[src/rtl/ahb2obi_slave_adapter.sv]
// AHB-Lite slave that forwards each accepted transfer as a single OBI transaction
// and returns the OBI response as the AHB data-phase completion (one outstanding).
module ahb2obi_slave_adapter #(
    parameter int unsigned ADDR_WIDTH      = 32,
    parameter bit          ERR_ON_MISALIGN = 1'b1
) (
    input  logic                  hclk_i,
    input  logic                  hreset_i,
    input  logic                  hsel_i,
    input  logic [ADDR_WIDTH-1:0] haddr_i,
    input  logic [1:0]            htrans_i,
    input  logic                  hwrite_i,
    input  logic [2:0]            hsize_i,
    input  logic [31:0]           hwdata_i,
    input  logic                  hready_i,
    output logic [31:0]           hrdata_o,
    output logic                  hreadyout_o,
    output logic                  hresp_o,
    output logic                  obi_req_o,
    input  logic                  obi_gnt_i,
    output logic [ADDR_WIDTH-1:0] obi_addr_o,
    output logic                  obi_we_o,
    output logic [3:0]            obi_be_o,
    output logic [31:0]           obi_wdata_o,
    input  logic                  obi_rvalid_i,
    input  logic [31:0]           obi_rdata_i,
    input  logic                  obi_err_i
);

    typedef enum logic [2:0] {
        ST_IDLE = 3'd0,
        ST_REQ  = 3'd1,
        ST_RESP = 3'd2,
        ST_ERR1 = 3'd3,
        ST_ERR2 = 3'd4
    } state_e;

    state_e                state_q;
    logic [ADDR_WIDTH-1:0] addr_q;
    logic                  we_q;
    logic [3:0]            be_q;
    logic [31:0]           hrdata_q;

    logic                  accept_s;
    logic                  illegal_s;
    logic                  complete_s;
    logic [ADDR_WIDTH-1:0] addr_d;
    logic [3:0]            be_d;

    // Byte lanes depend only on the address bits a lane-aligned transfer may use,
    // so a misaligned transfer in non-erroring mode is implicitly aligned down.
    function automatic logic [3:0] calc_be(input logic [2:0] size, input logic [1:0] a);
        logic [3:0] be;
        case (size)
            3'd0:    be = 4'b0001 << a;
            3'd1:    be = 4'b0011 << {a[1], 1'b0};
            default: be = 4'b1111;
        endcase
        return be;
    endfunction

    function automatic logic is_illegal(input logic [2:0] size, input logic [1:0] a);
        logic bad;
        case (size)
            3'd0:    bad = 1'b0;
            3'd1:    bad = a[0];
            3'd2:    bad = (a != 2'b00);
            default: bad = 1'b1;
        endcase
        return bad;
    endfunction

    assign accept_s   = hsel_i & hready_i & ((htrans_i == 2'b10) | (htrans_i == 2'b11));
    assign illegal_s  = ERR_ON_MISALIGN & is_illegal(hsize_i, haddr_i[1:0]);
    assign addr_d     = {haddr_i[ADDR_WIDTH-1:2], 2'b00};
    assign be_d       = calc_be(hsize_i, haddr_i[1:0]);
    assign complete_s = (state_q == ST_RESP) & obi_rvalid_i & ~obi_err_i;

    assign obi_req_o   = (state_q == ST_REQ);
    assign obi_addr_o  = addr_q;
    assign obi_we_o    = we_q;
    assign obi_be_o    = be_q;
    assign obi_wdata_o = (state_q == ST_REQ) ? hwdata_i : 32'h0000_0000;
    assign hresp_o     = (state_q == ST_ERR1) | (state_q == ST_ERR2);
    assign hreadyout_o = (state_q == ST_IDLE) | (state_q == ST_ERR2) | complete_s;
    // Read data is passed through in the completion cycle so no extra wait state is needed.
    assign hrdata_o    = complete_s ? obi_rdata_i : hrdata_q;

    // Transfer FSM together with the captured address-phase fields and read data.
    always_ff @(posedge hclk_i or posedge hreset_i) begin
        if (hreset_i) begin
            state_q  <= ST_IDLE;
            addr_q   <= '0;
            we_q     <= 1'b0;
            be_q     <= 4'b0000;
            hrdata_q <= 32'h0000_0000;
        end else begin
            case (state_q)
                ST_IDLE, ST_ERR2: begin
                    if (accept_s) begin
                        addr_q  <= addr_d;
                        we_q    <= hwrite_i;
                        be_q    <= be_d;
                        state_q <= illegal_s ? ST_ERR1 : ST_REQ;
                    end else begin
                        state_q <= ST_IDLE;
                    end
                end
                ST_REQ: begin
                    if (obi_gnt_i) begin
                        state_q <= ST_RESP;
                    end else begin
                        state_q <= ST_REQ;
                    end
                end
                ST_RESP: begin
                    if (obi_rvalid_i && obi_err_i) begin
                        state_q <= ST_ERR1;
                    end else if (obi_rvalid_i) begin
                        hrdata_q <= obi_rdata_i;
                        // The completion cycle doubles as the next address phase.
                        if (accept_s) begin
                            addr_q  <= addr_d;
                            we_q    <= hwrite_i;
                            be_q    <= be_d;
                            state_q <= illegal_s ? ST_ERR1 : ST_REQ;
                        end else begin
                            state_q <= ST_IDLE;
                        end
                    end else begin
                        state_q <= ST_RESP;
                    end
                end
                ST_ERR1: begin
                    state_q <= ST_ERR2;
                end
                default: begin
                    state_q <= ST_IDLE;
                end
            endcase
        end
    end

endmodule

[config.mk]
export PLATFORM = sky130hd
export DESIGN_NAME = ahb2obi_slave_adapter
export DESIGN_NICKNAME = d
export VERILOG_FILES = /design/src/rtl/ahb2obi_slave_adapter.sv
export SDC_FILE = /design/constraint.sdc
export NUM_CORES = 1
export LEC_CHECK = 0
export ABC_CLOCK_PERIOD_IN_PS = 5400
export BUFFER_PORTS_ARGS = -buffer_cell sky130_fd_sc_hd__buf_2
export CAP_MARGIN = 20
export CORE_MARGIN = 2
export CORE_UTILIZATION = 45
export DETAILED_ROUTE_END_ITERATION = 10
export GPL_TIMING_DRIVEN = 0
export HOLD_SLACK_MARGIN = 0.1
export PLACE_DENSITY = 0.9
export SETUP_SLACK_MARGIN = 0.15
export SYNTH_ARGS = -nofsm -noshare
export SYNTH_HDL_FRONTEND = slang
export SYNTH_SLANG_ARGS = --single-unit
[constraint.sdc]
create_clock -name hclk_i -period 5.4 [get_ports hclk_i]
set_clock_uncertainty 0.15 [all_clocks]
set_input_delay 0 -clock hclk_i [delete_from_list [all_inputs] [get_ports hclk_i]]
set_output_delay 0 -clock hclk_i [all_outputs]
set_load 0.005 [all_outputs]
* Word-level counts from Yosys, hierarchy flattened
Index checks and enable logic that the tools add are counted.
Word-level totals: flip-flop bits (word level) 72, bits in latches 0, RAM bits 0, bits in read-only memories 0, bits of input ports 109, logic and storage cells 57, memories 0
Operators by class: $add $sub $neg 0, $mul 0, div/mod/pow operators 0, order comparisons 0, equal/unequal tests 10, shifts and indexed selects 2, multiplexer cells 22, bitwise operators 10, reductions and logical operators 8
Operator list (number):
- 2-to-1 mux 32 bit | 5
- case mux 32 bit (2 select lines) | 1
- case mux 4 bit (2 select lines) | 2
- 2-to-1 mux 4 bit | 3
- case mux 3 bit (4 select lines) | 1
- == test 3 x 2 -> 1 bit (second input constant) | 3
- == test 3 x 1 -> 1 bit (second input constant) | 2
- logical NOT 3 bit | 2
- 2-to-1 mux 2 bit | 3
- 2-to-1 mux 3 bit | 2
- AND reduction 3 bit | 2
- AND 1 bit | 4
- == test 2 bit (second input constant) | 2
- inequality test 2 bit (second input constant) | 2
- bitwise OR 1 bit | 4
- nonzero test 2 bit | 2
- left shift 1 x 2 -> 4 bit (first input constant) | 1
- left shift 2 x 2 -> 4 bit (first input constant) | 1
- == test 3 bit (second input constant) | 1
- 2-to-1 mux 1 bit | 3
- case mux 1 bit (3 select lines) | 1
- inverter 1 bit | 2
- case mux 1 bit (2 select lines) | 1
- OR reduction 2 bit | 1
- logical AND 1 bit | 1

* Logic depth before layout (Yosys ltp)
word-level depth 7, gate-level depth with buffers 6, gate-level depth less buffers 4

* Worst setup path before layout
Ideal clock, no wire load.
path type register -> register, start point register state_q[2], end point register addr_q[2] (netlist: obi_addr_o[2]), library setup time 0.125 ns, arrival 1.567 ns, data required time 5.125 ns, path slack 3.557 ns, cell stages (with the launch flop) 6, period minus slack after synthesis 1.843 ns, path through dfrtp_1 -> or3b_4 -> a21oi_4 -> buf_6 -> buf_8 -> mux2_4
Between the ends: longest elaborated chain between the ends 4
RTL lines:
- start, declared | line 38 | state_e state_q;
- start signal, assigned | line 104 | state_q <= illegal_s ? ST_ERR1 : ST_REQ;
- start signal, assigned | line 126 | state_q <= illegal_s ? ST_ERR1 : ST_REQ;
- == test 3 bit / logical NOT 3 bit (equally long branches) | line 98 | case (state_q)
- OR reduction 2 bit | line 98
- nonzero test 2 bit (no line)
- AND reduction 3 bit (no line)
- end signal, assigned | line 101 | addr_q <= addr_d;
- end signal, assigned | line 123 | addr_q <= addr_d;
- end, declared | line 39 | logic [ADDR_WIDTH-1:0] addr_q;
Parallel ways exist; a longest one is shown, timed or not. A chain may end at the register's enable or synchronous reset.

* Worst setup path in the final report
start point input port hsize_i[0], end point register state_q[1]
Between the ends: longest elaborated chain between the ends 7
RTL lines:
- start, declared | line 13 | input logic [2:0] hsize_i,
- == test 3 x 2 -> 1 bit (tied with other cells) | line 64 | case (size)
- case mux 1 bit (3 select lines) (*) | line 64
- 2-to-1 mux 2 bit (*) | line 104, 126
- 2-to-1 mux 2 bit (*) | line 100, 122
- 2-to-1 mux 3 bit | line 119 | end else if (obi_rvalid_i) begin
- 2-to-1 mux 3 bit | line 117 | if (obi_rvalid_i && obi_err_i) begin
- case mux 3 bit (4 select lines) (*) | line 98
Every way passes the cells marked *; elsewhere a longest branch is shown, timed or not.

==> flow_summary_export.csv <==
group,metric,value,unit
die,coreArea,0.00729,mm^2
detailed_routing,wl_per_cell,17.1,um
synth,synth-edff-count,0,
critical_path,path_max_fanout,6,
sta,worstMarginPinSlew,830,ps
flow_run,cap_violations,0,
critical_path,cp.arrival,2930,ps
die,num_rows,31,
critical_path,cp_slowest_cell,"dlygate4sd3_1",
critical_path,critPathTopFamily,"buffers and inverters",
detailed_routing,route.detailed.drc,0,
critical_path,critPathKind,"primary input to register",
clock_tree,ctsResizeCount,0,
status,run_status,"finished clean",
synth,yosysTopAreaCell,"dfrtp_1",
sta,tns,0,ps
synth,synth_common_cells,"mux2_2, dfrtp_1, and2_1",
synth,avgSynthCellArea,13.4,um^2
critical_path,required,5520,ps
global_routing,grt_max_degree,71,
sta,finalSetupViolations,0,
die,io_pins,213,
sta,rsz0062_at_grt,"no",
detailed_routing,drtAntennaViolNets,0,
critical_path,cp_cell_sequence,"dlygate4sd3_1, buf_2, a21oi_1, o21bai_1, dlygate4sd3_1, nand2_1, dlygate4sd3_1, a21oi_1, dlygate4sd3_1",
layout,n_fill_cell,453,
clock_tree,htreeDepth,3,
place,place_congestion,0.866,
power,peakVddDrop,0.228,mV
die,die_y,91.2,um
synth,synthTopCellsByArea,"dfrtp_1, mux2_2, and2_1",
critical_path,crit_path_max_incr_delay,640,ps
global_routing,antenna_found_initial,2,
clock_tree,clock_latency,330,ps
sta,fmax,0.355,GHz
synth,synthArstFlopShare,100,%
place,place_area,0.00459,mm^2
clock_tree,cts-root-buf,"clkbuf_8",
global_routing,gr-total-overflow,0,
detailed_routing,viasPerCell,4.97,
clock_tree,cts_inserted_buffers,9,
power,power.total,2.34,mW
die,dieArea,0.00831,mm^2
sta,finalCritPeriodShare,52.1,%
power,p_per_area,421,mW/mm^2
place,io_buffers,209,
die,die_w,91.2,um
synth,yosysSeqAreaShare,51.2,%
layout,stdcell_area,0.00556,mm^2
synth,ys_warn_count,0,
critical_path,crit_path_start_kind,"primary input",
worst_hold_path,hold_class,"primary input to output port",
clock_tree,path_clk_slew,80,ps
synth,yosys.cell_count.top_type,"mux2_2",
global_routing,track_usage,28.4,%
synth,syn_inst,255,
sta,maxSlewViolCount,0,
detailed_routing,wl,11.3,mm
synth,synth_area,0.00342,mm^2
place,dpl.hpwl,6.97,mm
clock_tree,cts.sinks,70,
critical_path,worst_setup_path_end_kind,"register",
die,start_util,46.9,%
sta,fin_hold_ws,121,ps
clock_tree,tritoncts,"yes",
layout,nNetsFinal,664,
layout,drive_above_1_share,60.2,%
global_routing,grt_first_pass_wirelength,18.3,mm
detailed_routing,drt_iter0_markers,104,
power,p_leak,2.82,nW
sta,relSlewSlack,44.6,%
synth,yosysUniqueCellTypes,28,
global_routing,grt_pass1_vias,3742,
sta,hold_violations,0,
synth,yosys.area.top_type_share,51.2,%
sta,finalCriticalPeriod,2810,ps
synth,synth_ff_type,"dfrtp_1",
clock_tree,clockBufferDepth,2,
layout,syn2layout_area_growth,62.7,%
detailed_routing,vias,3286,
critical_path,cp_num_buf_inv,5,
clock_tree,cts_setup_buffers,0,
critical_path,cp_common_cell,"dlygate4sd3_1",
detailed_routing,dr.pass1.iters,4,
synth,synth-seq-cells,70,
-- worst register-to-register path: cells and delay by family, from the launching register on --
kind / cells / cell delay (ps)
buf+inv: 2 / 1120
simple gates: 3 / 600
flops: 1 / 480
compound gates: 1 / 140
-- routing by layer --
| layer | vias up | routed length [um] | track usage [%] |
|---|---|---|---|
| met2 | 182 | 6330 | 55.5 |
| met3 | 42 | 614 | 5.64 |
| met1 | 1568 | 3750 | 27.4 |
| li1 | 1494 | - | - |
| met4 | 0 | 618 | 15.9 |
| met5 | - | 0 | 0 |
-- area by class of cell --
class	instances	area (um^2)	share of cell area [%]
multi-input cells	168	1520	27.4
clock buffers	9	124	2.23
diodes	2	5.00	0.0900
plain buffers	15	135	2.43
flip-flops and latches	70	1750	31.5
well taps	99	124	2.23
repair buffers	288	1840	33.0
inverters	3	13.8	0.247
clock inverters	7	48.8	0.877
-- cell families after synthesis --
family          after synthesis  synth area share [%]
mux                          95                  31.5
flops                        70                  51.2
buf+inv                      18                  4.28
compound gates               18                  3.59
simple gates                 53                  9.26
other cells                   1                 0.110
-- registers in the layout, summed over array words and instances (netlist names) --
| name | cells |
|---|---|
| hrdata_q | 32 |
| obi_addr_o | 30 |
| obi_be_o | 4 |
| obi_we_o | 1 |
| state_q | 3 |
-- repair_timing --
| action | 4_1_cts | 5_1_grt |
|---|---|---|
| endpoints found under the hold margin | 139 | 0 |
| setup endpoints to repair | 0 | 0 |
| hold buffers | 79 | 0 |
-- stage by stage --
stage / setup WS [ps] / util (%) / instances
after global placement: 2740 / 63.0 / 564
after floorplan: 3480 / - / 256
after global routing: 2500 / 76.3 / 661
after CTS: 2750 / 76.2 / 659
after detailed placement: 3450 / 63.0 / 564
final: 2590 / 76.3 / 661
-- where the power goes --
part	switching [mW]	leakage, nW	internal [mW]	total [mW]
Sequential	0.148	0.834	0.781	0.929
Combinational	0.404	1.89	0.633	1.04
Clock	0.206	0.0898	0.168	0.374
Total	0.758	2.82	1.58	2.34
-- path summary, 6_finish.rpt --
check,depth (start not counted),end,slack [ps],startpoint
worst max register to register,6,state_q[1]$_DFF_PP0_,2860,state_q[0]$_DFF_PP0_
worst min-delay path,3,obi_wdata_o[19],120,hwdata_i[19]
min in group asynchronous,3,obi_addr_o[2]$_DFFE_PP0P_,250,hreset_i
worst min register to register,1,hrdata_q[2]$_DFFE_PP0P_,350,hrdata_q[2]$_DFFE_PP0P_
worst max-delay path,9,state_q[1]$_DFF_PP0_,2590,hsize_i[0]
max in group asynchronous,3,state_q[1]$_DFF_PP0_,4320,hreset_i
-- cells in the final DEF, fill, tap and decap left out, types with 2 or more instances in the layout --
cell           instances
mux2_2                93
o21ai_0                2
inv_1                  2
clkinv_2               3
clkbuf_1               3
buf_6                  7
nor2b_1                3
dfrtp_1               70
dlygate4sd3_1         79
diode_2                2
a21oi_1                4
o21bai_1               3
and2_1                32
a31oi_1                5
conb_1                 2
nand2_1                2
buf_2                209
nor2_1                 9
mux2_4                 2
buf_4                  4
inv_6                  2
clkbuf_8               9
Power figures use the tool's default switching activity.
